File: config.mk
export PLATFORM = sky130hd
export DESIGN_NAME = window_timer
export DESIGN_NICKNAME = d
export VERILOG_FILES = /design/src/rtl/puf_pkg.sv /design/src/rtl/down_counter.sv /design/src/rtl/window_timer.sv
export SDC_FILE = /design/constraint.sdc
export NUM_CORES = 1
export LEC_CHECK = 0
export CORE_MARGIN = 2
export CORE_UTILIZATION = 25
export CTS_CLUSTER_SIZE = 12
export DETAILED_ROUTE_END_ITERATION = 8
export GPL_ROUTABILITY_DRIVEN = 0
export PLACE_DENSITY = 0.54
export SYNTH_ARGS = -nofsm -noshare
export SYNTH_HDL_FRONTEND = slang
export SYNTH_SLANG_ARGS = --single-unit
File: constraint.sdc
create_clock -name clk -period 9 [get_ports clk]
set_input_delay 1.35 -clock clk [delete_from_list [all_inputs] [get_ports clk]]
set_output_delay 1.35 -clock clk [all_outputs]
set_load 0.01 [all_outputs]
File: src/rtl/puf_pkg.sv
// Shared types and defaults for the ring-oscillator PUF measurement logic.
package puf_pkg;

  localparam int unsigned WIN_W_DEFAULT = 32;

  typedef enum logic [1:0] {
    IDLE  = 2'd0,
    CLEAR = 2'd1,
    RUN   = 2'd2,
    DONE  = 2'd3
  } win_state_t;

endpackage

File: src/rtl/down_counter.sv
// Loadable down counter that saturates at zero; zero flag is registered alongside cnt.
module down_counter #(
  parameter int unsigned N = 32
) (
  input  logic         clk,
  input  logic         rst,
  input  logic         load,
  input  logic [N-1:0] load_val,
  input  logic         dec,
  output logic [N-1:0] cnt,
  output logic         zero
);

  logic [N-1:0] cnt_next;

  // Priority: load over dec; a dec at zero holds the count.
  always_comb begin
    cnt_next = cnt;
    if (load) begin
      cnt_next = load_val;
    end else if (dec && (cnt != '0)) begin
      cnt_next = cnt - N'(1);
    end
  end

  always_ff @(posedge clk) begin
    if (rst) begin
      cnt  <= '0;
      zero <= 1'b1;
    end else begin
      cnt  <= cnt_next;
      zero <= (cnt_next == '0);
    end
  end

endmodule

File: src/rtl/window_timer.sv
// Measurement-window controller: one clear pulse, then W count-enable cycles, then done.
// Optional abort port pair is enabled by defining WINDOW_TIMER_ABORT_EN.
module window_timer
  import puf_pkg::*;
#(
  parameter int unsigned N = WIN_W_DEFAULT
) (
  input  logic         clk,
  input  logic         rst,
  input  logic         start,
  input  logic [N-1:0] window,
  output logic         busy,
  output logic         cnt_clr,
  output logic         cnt_up,
  output logic         done,
  output logic [N-1:0] remaining,
  output logic         zero
`ifdef WINDOW_TIMER_ABORT_EN
  ,
  input  logic         abort,
  output logic         aborted
`endif
);

  win_state_t state;
  win_state_t state_next;
  logic       load;
  logic       dec;
  logic       abort_hit;
  logic       busy_next;
  logic       cnt_clr_next;
  logic       cnt_up_next;
  logic       done_next;

`ifdef WINDOW_TIMER_ABORT_EN
  assign abort_hit = abort && ((state == CLEAR) || (state == RUN));
`else
  assign abort_hit = 1'b0;
`endif

  down_counter #(.N(N)) u_remaining (
    .clk      (clk),
    .rst      (rst),
    .load     (load),
    .load_val (window),
    .dec      (dec),
    .cnt      (remaining),
    .zero     (zero)
  );

  // Next-state logic; output strobes are decoded from the next state and registered.
  always_comb begin
    state_next = state;
    load       = 1'b0;
    dec        = 1'b0;
    case (state)
      IDLE: begin
        if (start) begin
          state_next = CLEAR;
          load       = 1'b1;
        end
      end
      CLEAR: begin
        if (abort_hit)  state_next = IDLE;
        else if (zero)  state_next = DONE;
        else            state_next = RUN;
      end
      RUN: begin
        if (abort_hit) begin
          state_next = IDLE;
        end else begin
          dec = 1'b1;
          if (remaining == N'(1)) state_next = DONE;
        end
      end
      DONE:    state_next = IDLE;
      default: state_next = IDLE;
    endcase
    busy_next    = (state_next == CLEAR) || (state_next == RUN);
    cnt_clr_next = (state_next == CLEAR);
    cnt_up_next  = (state_next == RUN);
    done_next    = (state_next == DONE);
  end

  always_ff @(posedge clk) begin
    if (rst) begin
      state   <= IDLE;
      busy    <= 1'b0;
      cnt_clr <= 1'b0;
      cnt_up  <= 1'b0;
      done    <= 1'b0;
    end else begin
      state   <= state_next;
      busy    <= busy_next;
      cnt_clr <= cnt_clr_next;
      cnt_up  <= cnt_up_next;
      done    <= done_next;
    end
  end

`ifdef WINDOW_TIMER_ABORT_EN
  always_ff @(posedge clk) begin
    if (rst) aborted <= 1'b0;
    else     aborted <= abort_hit;
  end
`endif

endmodule

==> flow_summary.html <==
<table>
<tr><th>Metric</th><th>Value</th></tr>
<tr><th colspan="2">Global routing</th></tr>
<tr><td>Global routing usage summed across all routing layers</td><td>16.0%</td></tr>
<tr><td>GRT overflow</td><td>0</td></tr>
<tr><td>Initial antenna violation count</td><td>0</td></tr>
<tr><td>Vias in the first global route</td><td>2600</td></tr>
<tr><td>Wire length of the first global-routing pass</td><td>14200 µm</td></tr>
<tr><td>Met3 capacity usage during global routing</td><td>3.07%</td></tr>
<tr><td>Pin count of the biggest net entering global routing</td><td>43</td></tr>
<tr><td>Most used routing layer</td><td>met2</td></tr>
<tr><td>GRT met2 Usage</td><td>25.4%</td></tr>
<tr><td>M1 GR Usage</td><td>22.0%</td></tr>
<tr><th colspan="2">Power</th></tr>
<tr><td>Worst vdd rail ir drop</td><td>0.0000976 V</td></tr>
<tr><td>Lkg Pwr</td><td>1.29 nW</td></tr>
<tr><td>Total power divided by cell area</td><td>325 nW/µm²</td></tr>
<tr><td>Overall power of the completed layout</td><td>1.14 mW</td></tr>
<tr><th colspan="2">Layout</th></tr>
<tr><td>Area growth, synth to finish</td><td>34.1%</td></tr>
<tr><td>Number of fill cells</td><td>1065</td></tr>
<tr><td>Fraction of final layout cells with drive strength greater than 1</td><td>8.36%</td></tr>
<tr><td>Nets</td><td>429</td></tr>
<tr><td>Antenna cells</td><td>0</td></tr>
<tr><td>Most common cell after layout, fill and taps aside</td><td>sky130_fd_sc_hd__clkdlybuf4s50_1</td></tr>
<tr><td>Top library cells by usage in the layout, fill and taps aside</td><td>71 x sky130_fd_sc_hd__clkdlybuf4s50_1, 43 x sky130_fd_sc_hd__nor2_1, 39 x sky130_fd_sc_hd__dfxtp_1</td></tr>
<tr><th colspan="2">Detailed routing</th></tr>
<tr><td>Number of vias per cell after detailed routing</td><td>5.11</td></tr>
<tr><td>Residual antenna-violating net count after detailed routing</td><td>0</td></tr>
<tr><td>DRC</td><td>0</td></tr>
<tr><td>Initial detailed-routing violation count</td><td>182</td></tr>
<tr><td>Routed wire per std cell</td><td>17.2 µm</td></tr>
<tr><td>Via count</td><td>2653</td></tr>
<tr><td>Total wirelength of the detailed-routed design</td><td>8930 µm</td></tr>
<tr><td>Pre-Repair DR Iteration Count</td><td>5</td></tr>
<tr><th colspan="2">Clock network</th></tr>
<tr><td>H-tree levels</td><td>2</td></tr>
<tr><td>Clock tree from TritonCTS</td><td>yes</td></tr>
<tr><td>Insertion delay of the later-clocked pin in the worst-skew pair</td><td>0.29 ns</td></tr>
<tr><td># resized after CTS</td><td>0</td></tr>
<tr><td>Number of sinks handled by clock tree synthesis</td><td>39</td></tr>
<tr><td>Clock transition at the registers of the reported paths</td><td>0.08 ns</td></tr>
<tr><td>Clock buffer count from CTS</td><td>5</td></tr>
<tr><td>Hold-fix buffer count after cts</td><td>0</td></tr>
<tr><td>CTS Root Buffer Type</td><td>sky130_fd_sc_hd__clkbuf_8</td></tr>
<tr><td>Post-CTS Setup Inserts</td><td>0</td></tr>
<tr><td>Deepest clock path buffer count</td><td>2</td></tr>
<tr><th colspan="2">Timing</th></tr>
<tr><td>Count of endpoints failing setup in the final report</td><td>0</td></tr>
<tr><td>Period minus WS final</td><td>3.44 ns</td></tr>
<tr><td>Slew HR</td><td>40.2%</td></tr>
<tr><td>Highest achievable clock rate</td><td>0.290 GHz</td></tr>
<tr><td>Period utilisation layout</td><td>38.3%</td></tr>
<tr><td>Transition at the pin with the smallest max-transition slack</td><td>0.891 ns</td></tr>
<tr><td>Count of final max-slew check failures</td><td>0</td></tr>
<tr><td>Worst Skew</td><td>0.00294 ns</td></tr>
<tr><td>Sum of negative setup slack</td><td>0 ns</td></tr>
<tr><td>Final Hold Fails</td><td>0</td></tr>
<tr><td>RSZ-0062 raised after global routing</td><td>false</td></tr>
<tr><th colspan="2">Setup path</th></tr>
<tr><td>Critical Path Fanout Max</td><td>42</td></tr>
<tr><td>Max incr delay on CP</td><td>0.55 ns</td></tr>
<tr><td>CP Data Arrival Time</td><td>3.64 ns</td></tr>
<tr><td>Crit-path cells</td><td>clkdlybuf4s50_1 &gt; nand2_1 &gt; buf_4 &gt; or3_2 &gt; a2111oi_2 &gt; nand4_1 &gt; o41ai_2</td></tr>
<tr><td>Required arrival time at the worst endpoint</td><td>9.20 ns</td></tr>
<tr><td>Startpoint-to-endpoint class of the critical path</td><td>in2reg</td></tr>
<tr><td>Setup crit start kind</td><td>primary input</td></tr>
<tr><td>Kind of end point of the critical path</td><td>flip-flop</td></tr>
<tr><td>Slowest stage cell on the critical path</td><td>sky130_fd_sc_hd__clkdlybuf4s50_1</td></tr>
<tr><th colspan="2">Floorplan</th></tr>
<tr><td>Core area</td><td>10200 µm²</td></tr>
<tr><td>Chip Width</td><td>106 µm</td></tr>
<tr><td>Top Ports</td><td>72</td></tr>
<tr><td>Die area</td><td>11300 µm²</td></tr>
<tr><td>Starting utilization of the core area</td><td>25.6%</td></tr>
<tr><td>Height of the chip</td><td>106 µm</td></tr>
<tr><td>Number of placement rows</td><td>37</td></tr>
<tr><th colspan="2">Yosys</th></tr>
<tr><td>Adder-cell area share of the yosys netlist</td><td>4.77%</td></tr>
<tr><td>Area of the mapped netlist</td><td>2620 µm²</td></tr>
<tr><td>Register area share after synthesis</td><td>29.8%</td></tr>
<tr><td>Main combinational cell family by area after synthesis</td><td>simple AND/OR/NAND/NOR gates</td></tr>
<tr><td>Synth Net Count</td><td>362</td></tr>
<tr><td>Count of flip-flops with a built-in enable after synthesis</td><td>0</td></tr>
<tr><td>Cells after Synth</td><td>317</td></tr>
<tr><td>Post-synthesis compound-gate area fraction</td><td>16.3%</td></tr>
<tr><td>Fraction of synthesized area in multiplexers</td><td>1.53%</td></tr>
<tr><td>Mean instance size in the synthesized netlist</td><td>8.27 µm²</td></tr>
<tr><td>Post-synthesis simple-gate area fraction</td><td>34.8%</td></tr>
<tr><td>Number of flip-flops and latches in the synthesized netlist</td><td>39</td></tr>
<tr><td>Yosys Warn Count</td><td>0</td></tr>
<tr><td>Count of unique library cells instantiated by Yosys</td><td>55</td></tr>
<tr><td>Xor/xnor share of the synthesized area</td><td>8.02%</td></tr>
<tr><td>Ys async rst share</td><td>0%</td></tr>
<tr><td>Most used flip-flop cell after synthesis</td><td>sky130_fd_sc_hd__dfxtp_1</td></tr>
<tr><th colspan="2">Place</th></tr>
<tr><td>Number of buffers inserted by port buffering</td><td>71</td></tr>
<tr><td>Detail Placement HPWL</td><td>6810 µm</td></tr>
<tr><th colspan="2">Worst hold path</th></tr>
<tr><td>Class of the worst hold path</td><td>reg2reg</td></tr>
<tr><th colspan="2">Flow run</th></tr>
<tr><td>Total of max-cap violations</td><td>0</td></tr>
<tr><th colspan="2">Status</th></tr>
<tr><td>Result of the run</td><td>finished, final reports clean</td></tr>
</table>
-- registers in the layout, summed over array words and instances (netlist names) --
register	flops
done	1
u_remaining.zero	1
cnt_up	1
cnt_clr	1
busy	1
state	2
u_remaining.cnt	32
-- worst max-delay path: cells and delay by family --
kind                   cells  cell delay, ns
buffers and inverters      2            0.81
AND/OR/NAND/NOR            3            0.73
AO/OA/AOI/OAI              2            0.73
-- worst paths after layout --
kind | startpoint | end | slack [ns] | cells past startpoint
min | u_remaining.cnt[1]$_SDFF_PP0_ | u_remaining.cnt[1]$_SDFF_PP0_ | 0.67 | 2
min reg2reg | u_remaining.cnt[1]$_SDFF_PP0_ | u_remaining.cnt[1]$_SDFF_PP0_ | 0.67 | 2
max reg2reg | u_remaining.cnt[22]$_SDFF_PP0_ | u_remaining.zero$_SDFF_PP1_ | 5.58 | 8
max | start | u_remaining.zero$_SDFF_PP1_ | 5.56 | 7
-- final cells by class --
cell class                      instances  area, µm²  share of cell area, %
Multi-Input combinational cell        255       1720                   48.8
Sequential cell                        39        781                   22.2
Timing Repair Buffer                   76        748                   21.3
Tap cell                              136        170                   4.84
Clock buffer                            6       72.6                   2.06
Inverter                                7       26.3                  0.748
-- kinds of logic after synthesis --
group | Yosys count
and+or+nand+nor | 160
AOI/OAI and AO/OA | 57
DFF | 39
xor gates and xnor gates | 24
buffers and inverters | 23
adders and majority gates | 10
muxes | 4
-- synth_stat cells (2+ instances only) --
| master | count | area (µm²) |
|---|---|---|
| sky130_fd_sc_hd__nand3_1 | 9 | 45.0 |
| sky130_fd_sc_hd__ha_1 | 10 | 125 |
| sky130_fd_sc_hd__clkbuf_8 | 3 | 41.3 |
| sky130_fd_sc_hd__mux2i_1 | 4 | 40.0 |
| sky130_fd_sc_hd__nor4b_1 | 3 | 26.3 |
| sky130_fd_sc_hd__a211oi_1 | 8 | 60.1 |
| sky130_fd_sc_hd__nor4_4 | 2 | 42.5 |
| sky130_fd_sc_hd__nor2b_1 | 3 | 18.8 |
| sky130_fd_sc_hd__nor4_1 | 10 | 62.6 |
| sky130_fd_sc_hd__or3_1 | 6 | 37.5 |
| sky130_fd_sc_hd__nor4_2 | 3 | 37.5 |
| sky130_fd_sc_hd__dfxtp_1 | 39 | 781 |
| sky130_fd_sc_hd__inv_1 | 7 | 26.3 |
| sky130_fd_sc_hd__or2_2 | 2 | 12.5 |
| sky130_fd_sc_hd__o211ai_1 | 3 | 22.5 |
| sky130_fd_sc_hd__o21ai_0 | 15 | 75.1 |
| sky130_fd_sc_hd__and2_1 | 10 | 62.6 |
| sky130_fd_sc_hd__xor2_1 | 14 | 123 |
| sky130_fd_sc_hd__nand2_1 | 25 | 93.8 |
| sky130_fd_sc_hd__nand4_2 | 2 | 25.0 |
| sky130_fd_sc_hd__or4_1 | 5 | 37.5 |
| sky130_fd_sc_hd__a21oi_1 | 7 | 35.0 |
| sky130_fd_sc_hd__xnor2_1 | 10 | 87.6 |
| sky130_fd_sc_hd__o41ai_2 | 2 | 32.5 |
| sky130_fd_sc_hd__and3_1 | 3 | 18.8 |
| sky130_fd_sc_hd__nand4b_1 | 2 | 17.5 |
| sky130_fd_sc_hd__nor3_1 | 16 | 80.1 |
| sky130_fd_sc_hd__nor2_1 | 43 | 161 |
| sky130_fd_sc_hd__o221ai_1 | 2 | 17.5 |
| sky130_fd_sc_hd__and4_1 | 2 | 17.5 |
| sky130_fd_sc_hd__nand4_1 | 7 | 43.8 |
| sky130_fd_sc_hd__a31oi_1 | 7 | 43.8 |
| sky130_fd_sc_hd__or4_4 | 2 | 22.5 |
| sky130_fd_sc_hd__clkbuf_1 | 10 | 37.5 |
-- layer usage --
| metal | wire, µm | up-vias |
|---|---|---|
| met5 | 0 | - |
| li1 | - | 1291 |
| met2 | 4050 | 96 |
| met1 | 4140 | 1253 |
| met3 | 558 | 13 |
| met4 | 172 | 0 |
-- per-stage QoR --
| step | util (%) | hold WS, ns | worst slack [ns] | instances | instance area (µm²) |
|---|---|---|---|---|---|
| 5_1_grt | 34.4 | 0.701 | 5.32 | 519 | 3510 |
| 4_1_cts | 34.4 | 0.659 | 5.57 | 519 | 3510 |
| 3_5_place_dp | 33.6 | 0.638 | 5.26 | 513 | 3440 |
| 6_report | 34.4 | 0.674 | 5.56 | 519 | 3510 |
| 3_3_place_gp | 33.6 | 0.645 | 5.39 | 513 | 3440 |
| 2_1_floorplan | - | 0.614 | 6.18 | 317 | 2620 |
-- where the power goes --
part	total, mW	internal [mW]	switching, mW
Clock	0.114	0.0518	0.0621
Combinational	0.705	0.312	0.393
Sequential	0.324	0.230	0.0935
Total	1.14	0.594	0.548
Note: power is estimated with default switching activity, not from simulation.
